`src/rtl/parking_gate_ctrl.sv`:
```
// Parking lot occupancy tracker and entry/exit barrier sequencer.
// Optional rejected-entry counter is built when PARKING_REJECT_CNT_EN is defined.
module parking_gate_ctrl #(
    parameter int CAPACITY    = 8,
    parameter int CNT_W       = 4,
    parameter int GATE_CYCLES = 80000000,
    parameter int GATE_W      = 27
) (
    input  logic             clk,
    input  logic             reset,
    input  logic             entry_pulse,
    input  logic             exit_pulse,
    output logic             gate_in_open,
    output logic             gate_out_open,
    output logic [CNT_W-1:0] occupancy,
    output logic [CNT_W-1:0] free_spaces,
    output logic             full,
    output logic             empty,
    output logic             entry_reject,
    output logic [7:0]       rej_count
);

    localparam logic [CNT_W-1:0]  CAP    = CNT_W'(CAPACITY);
    localparam logic [GATE_W-1:0] T_LOAD = GATE_W'(GATE_CYCLES - 1);

    typedef enum logic [1:0] {IDLE, IN_OPEN, OUT_OPEN} state_t;

    state_t            state;
    logic              pend_in;
    logic              pend_out;
    logic [GATE_W-1:0] timer;

    always_ff @(posedge clk or posedge reset) begin
        if (reset) begin
            state         <= IDLE;
            pend_in       <= 1'b0;
            pend_out      <= 1'b0;
            occupancy     <= '0;
            timer         <= '0;
            gate_in_open  <= 1'b0;
            gate_out_open <= 1'b0;
            entry_reject  <= 1'b0;
        end else begin
            entry_reject <= 1'b0;
            case (state)
                IDLE: begin
                    // Exit first: freeing a space lets a waiting entry succeed.
                    if (exit_pulse || pend_out) begin
                        pend_out <= 1'b0;
                        pend_in  <= pend_in | entry_pulse;
                        if (occupancy != '0) begin
                            state         <= OUT_OPEN;
                            occupancy     <= occupancy - 1'b1;
                            timer         <= T_LOAD;
                            gate_out_open <= 1'b1;
                        end
                    end else if (entry_pulse || pend_in) begin
                        pend_in <= 1'b0;
                        if (occupancy < CAP) begin
                            state        <= IN_OPEN;
                            occupancy    <= occupancy + 1'b1;
                            timer        <= T_LOAD;
                            gate_in_open <= 1'b1;
                        end else begin
                            entry_reject <= 1'b1;
                        end
                    end
                end
                IN_OPEN, OUT_OPEN: begin
                    pend_in  <= pend_in | entry_pulse;
                    pend_out <= pend_out | exit_pulse;
                    if (timer == '0) begin
                        state         <= IDLE;
                        gate_in_open  <= 1'b0;
                        gate_out_open <= 1'b0;
                    end else begin
                        timer <= timer - 1'b1;
                    end
                end
                default: begin
                    state         <= IDLE;
                    gate_in_open  <= 1'b0;
                    gate_out_open <= 1'b0;
                end
            endcase
        end
    end

    assign free_spaces = CAP - occupancy;
    assign full        = (occupancy == CAP);
    assign empty       = (occupancy == '0);

`ifdef PARKING_REJECT_CNT_EN
    logic [7:0] rej_cnt_q;

    always_ff @(posedge clk or posedge reset) begin
        if (reset)
            rej_cnt_q <= '0;
        else if (entry_reject && rej_cnt_q != 8'hFF)
            rej_cnt_q <= rej_cnt_q + 8'd1;
    end

    assign rej_count = rej_cnt_q;
`else
    assign rej_count = 8'd0;
`endif

endmodule

```
`config.mk`:
```
export PLATFORM = sky130hd
export DESIGN_NAME = parking_gate_ctrl
export DESIGN_NICKNAME = d
export VERILOG_FILES = /design/src/rtl/parking_gate_ctrl.sv
export SDC_FILE = /design/constraint.sdc
export NUM_CORES = 1
export LEC_CHECK = 0
export CORE_ASPECT_RATIO = 0.6
export CORE_MARGIN = 2
export CORE_UTILIZATION = 30
export DETAILED_ROUTE_END_ITERATION = 10
export PLACE_DENSITY_LB_ADDON = 0.2
export SLEW_MARGIN = 20
export SYNTH_ARGS = -nofsm -noshare
export SYNTH_HDL_FRONTEND = slang
export SYNTH_SLANG_ARGS = --single-unit
```
`constraint.sdc`:
```
create_clock -name clk -period 6.7 [get_ports clk]
set_clock_uncertainty 0.15 [all_clocks]
set_input_delay 0.67 -clock clk [delete_from_list [all_inputs] [get_ports clk]]
set_output_delay 0.67 -clock clk [all_outputs]
set_load 0.02 [all_outputs]
```
==> impl_metrics.json <==
{
  "grt_pass1_wl_um": 9390,
  "crit_family": "simple AND/OR/NAND/NOR gates",
  "ys_ff_latch": 38,
  "nets": 280,
  "ys.flop_type": "dfrtp_1",
  "clockBufferDepth": 2,
  "clk_pin_slew_ns": 0.05,
  "placementRows": 25,
  "netSwitchingFraction": 0.421,
  "synth_edf_count": 0,
  "cts_setup_buffers": 0,
  "crit_buf_inv": 1,
  "slowest_delay_ns": 0.71,
  "crit_cells": 6,
  "min_path_cells": 2,
  "htreeDepth": 2,
  "syn_inst": 257,
  "power_frac_clock": 0.209,
  "crit_required_ns": 6.76,
  "seqPwrFrac": 0.298,
  "critical-path-slowest-cell": "or4_1",
  "path_cells": "clkdlybuf4s50_1 > or3_1 > o221ai_2 > nand2_1 > or4_1 > a21oi_1",
  "power_density_nw_per_um2": 392,
  "start_util": 0.305,
  "rrSetupSlack_ns": 3.57,
  "whs_ns": 0.361,
  "pwr-share-comb": 0.493,
  "leakage_nw": 0.970,
  "drc_errors": 0,
  "drv_slew": 0,
  "netlist_area_um2": 2370,
  "finalSetupTns_ns": 0,
  "clock_latency_ns": 0.28,
  "die_area_um2": 8670,
  "wirelength_um": 5510,
  "fin_crit_ns": 3.18,
  "crit_path_end_kind": "flip-flop",
  "clock_sinks": 38,
  "drtAntennaViolNets": 0,
  "final_common_cell": "dfrtp_1",
  "routedWlPerCell_um": 14.6,
  "grt_max_degree": 39,
  "finalHoldViolCount": 0,
  "ctsResizeCount": 0,
  "vias_per_cell": 5.17,
  "fmax_mhz": 314,
  "tightest_slew_ns": 0.989,
  "hp-class": "reg -> reg",
  "fillers": 792,
  "cp.arrival_ns": 3.24,
  "cp-start-kind": "input pin",
  "core_um2": 7790,
  "placement.io_buffers": 16,
  "status": "finished, final reports clean",
  "async_reset_ff_frac": 1.00,
  "layout_worst_path_cycle_share": 0.475,
  "die_x_um": 119,
  "power_switching_w": 0.000449,
  "vdd_drop_max_uv": 170,
  "ys_warn_count": 0,
  "gp_congestion": 0.724,
  "firstDrtPassIters": 4,
  "drive_above_1_share": 0.0926,
  "cts_tree": "yes",
  "max-cap-violations": 0,
  "ys_types": 56,
  "place_hpwl_um": 3910,
  "setup_violations": 0,
  "die_h_um": 72.9,
  "final_cell_mix": "dfrtp_1, nor2_1, a21oi_1, clkdlybuf4s50_1, o21ai_0",
  "critPathMaxFanout": 36,
  "dr.first_iter.drc_count": 107,
  "grt-ovfl-total": 0,
  "area_growth_pct": 14.6,
  "slew_headroom": 0.339,
  "dr_total_vias": 1956,
  "rsz0062_at_grt": "no",
  "cts-root-buf": "clkbuf_16",
  "antenna_found_initial": 0,
  "internal-power_w": 0.000618,
  "cts_hold_buf": 0,
  "io_pins": 25,
  "critPathKind": "in -> reg",
  "synth.avg_cell_area_um2": 9.24,
  "n_antenna_cell": 0,
  "grt_util_all_layers": 0.141,
  "grt_pass1_vias": 1799,
  "rr_worst_depth": 7,
  "ys_seq_area_frac": 0.400,
  "cts_made_buffers": 5
}
[power groups by stage]
| stage | logic, W | clock network [W] | registers [W] |
|---|---|---|---|
| 2_1_floorplan | 0.000359 | 0 | 0.000331 |
| 3_3_place_gp | 0.000523 | 0 | 0.000322 |
| 3_5_place_dp | 0.000527 | 0 | 0.000322 |
| 4_1_cts | 0.000530 | 0.000232 | 0.000319 |
| 5_1_grt | 0.000591 | 0.000244 | 0.000327 |
| 6_report | 0.000526 | 0.000223 | 0.000318 |
[logic make-up after synthesis]
family                     Yosys count  share of synthesized area
and+or+nand+nor                    111                      0.284
AOI/OAI and AO/OA                   62                      0.173
DFF                                 38                      0.400
buffers and inverters               29                     0.0674
xor gates and xnor gates             7                     0.0258
adders and majority gates            6                     0.0348
muxes                                3                     0.0132
other                                1                    0.00158
[sequential cells by signal, summed over array words and instances (netlist names)]
register and count:
pend_out 1, gate_in_open 1, entry_reject 1, timer 27, pend_in 1, gate_out_open 1, state 2, occupancy 4
[cells in the mapped netlist, types with 5 or more instances]
master / count / area, um^2
nand2_1: 9 / 33.8
o31ai_1: 7 / 52.6
or3b_1: 5 / 43.8
nand3_1: 6 / 30.0
o21ai_1: 5 / 25.0
ha_1: 5 / 62.6
dfrtp_1: 38 / 951
buf_4: 9 / 67.6
nor2_1: 26 / 97.6
or4_1: 10 / 75.1
o21ai_0: 15 / 75.1
inv_1: 10 / 37.5
a21oi_1: 16 / 80.1
nor3_1: 13 / 65.1
or3_1: 9 / 56.3
xnor2_1: 5 / 43.8
clkbuf_1: 6 / 22.5
[layer usage]
metal | global-route usage | vias to the layer above | share of wire
met3 | 0.0398 | 9 | 0.047
met1 | 0.220 | 934 | 0.56
met2 | 0.182 | 43 | 0.38
met5 | 0 | - | 0
li1 | - | 970 | -
met4 | 0.0476 | 0 | 0.014
[cell type report]
class | instances | area (um^2) | share of cell area
Clock buffer | 7 | 133 | 0.0487
Inverter | 10 | 37.5 | 0.0138
Multi-Input combinational cell | 197 | 1290 | 0.474
Sequential cell | 38 | 951 | 0.349
Tap cell | 108 | 135 | 0.0497
Timing Repair Buffer | 18 | 175 | 0.0644
[final timing paths]
path | startpoint | end
setup / recovery | exit_pulse | timer[19]
setup reg to reg | occupancy[0] | timer[5]
hold / removal | gate_in_open | gate_in_open
max in group asynchronous | reset | timer[18]
min in group asynchronous | reset | timer[5]
hold reg to reg | gate_in_open | gate_in_open
[per-stage QoR]
| stage | instance area [um^2] | total power, W | setup slack [ns] | std cells | utilization |
|---|---|---|---|---|---|
| final | 2720 | 0.00107 | 3.52 | 378 | 0.349 |
| after global routing | 2720 | 0.00116 | 3.18 | 378 | 0.349 |
| after CTS | 2720 | 0.00108 | 3.51 | 378 | 0.349 |
| after detailed placement | 2590 | 0.000850 | 3.22 | 371 | 0.332 |
| after global placement | 2590 | 0.000845 | 3.31 | 371 | 0.332 |
| after floorplan | 2400 | 0.000690 | 3.74 | 264 | - |
[worst register-to-register path, delay by kind of cell (launching register included)]
kind | cells | cell delay (ns)
AO/OA/AOI/OAI | 1 | 0.27
adder cells (fa/ha/maj) | 1 | 0.19
buffers and inverters | 1 | 0.09
flip-flops | 1 | 0.46
AND/OR/NAND/NOR | 4 | 1.84
No activity file was read; power rests on OpenSTA's default activity.
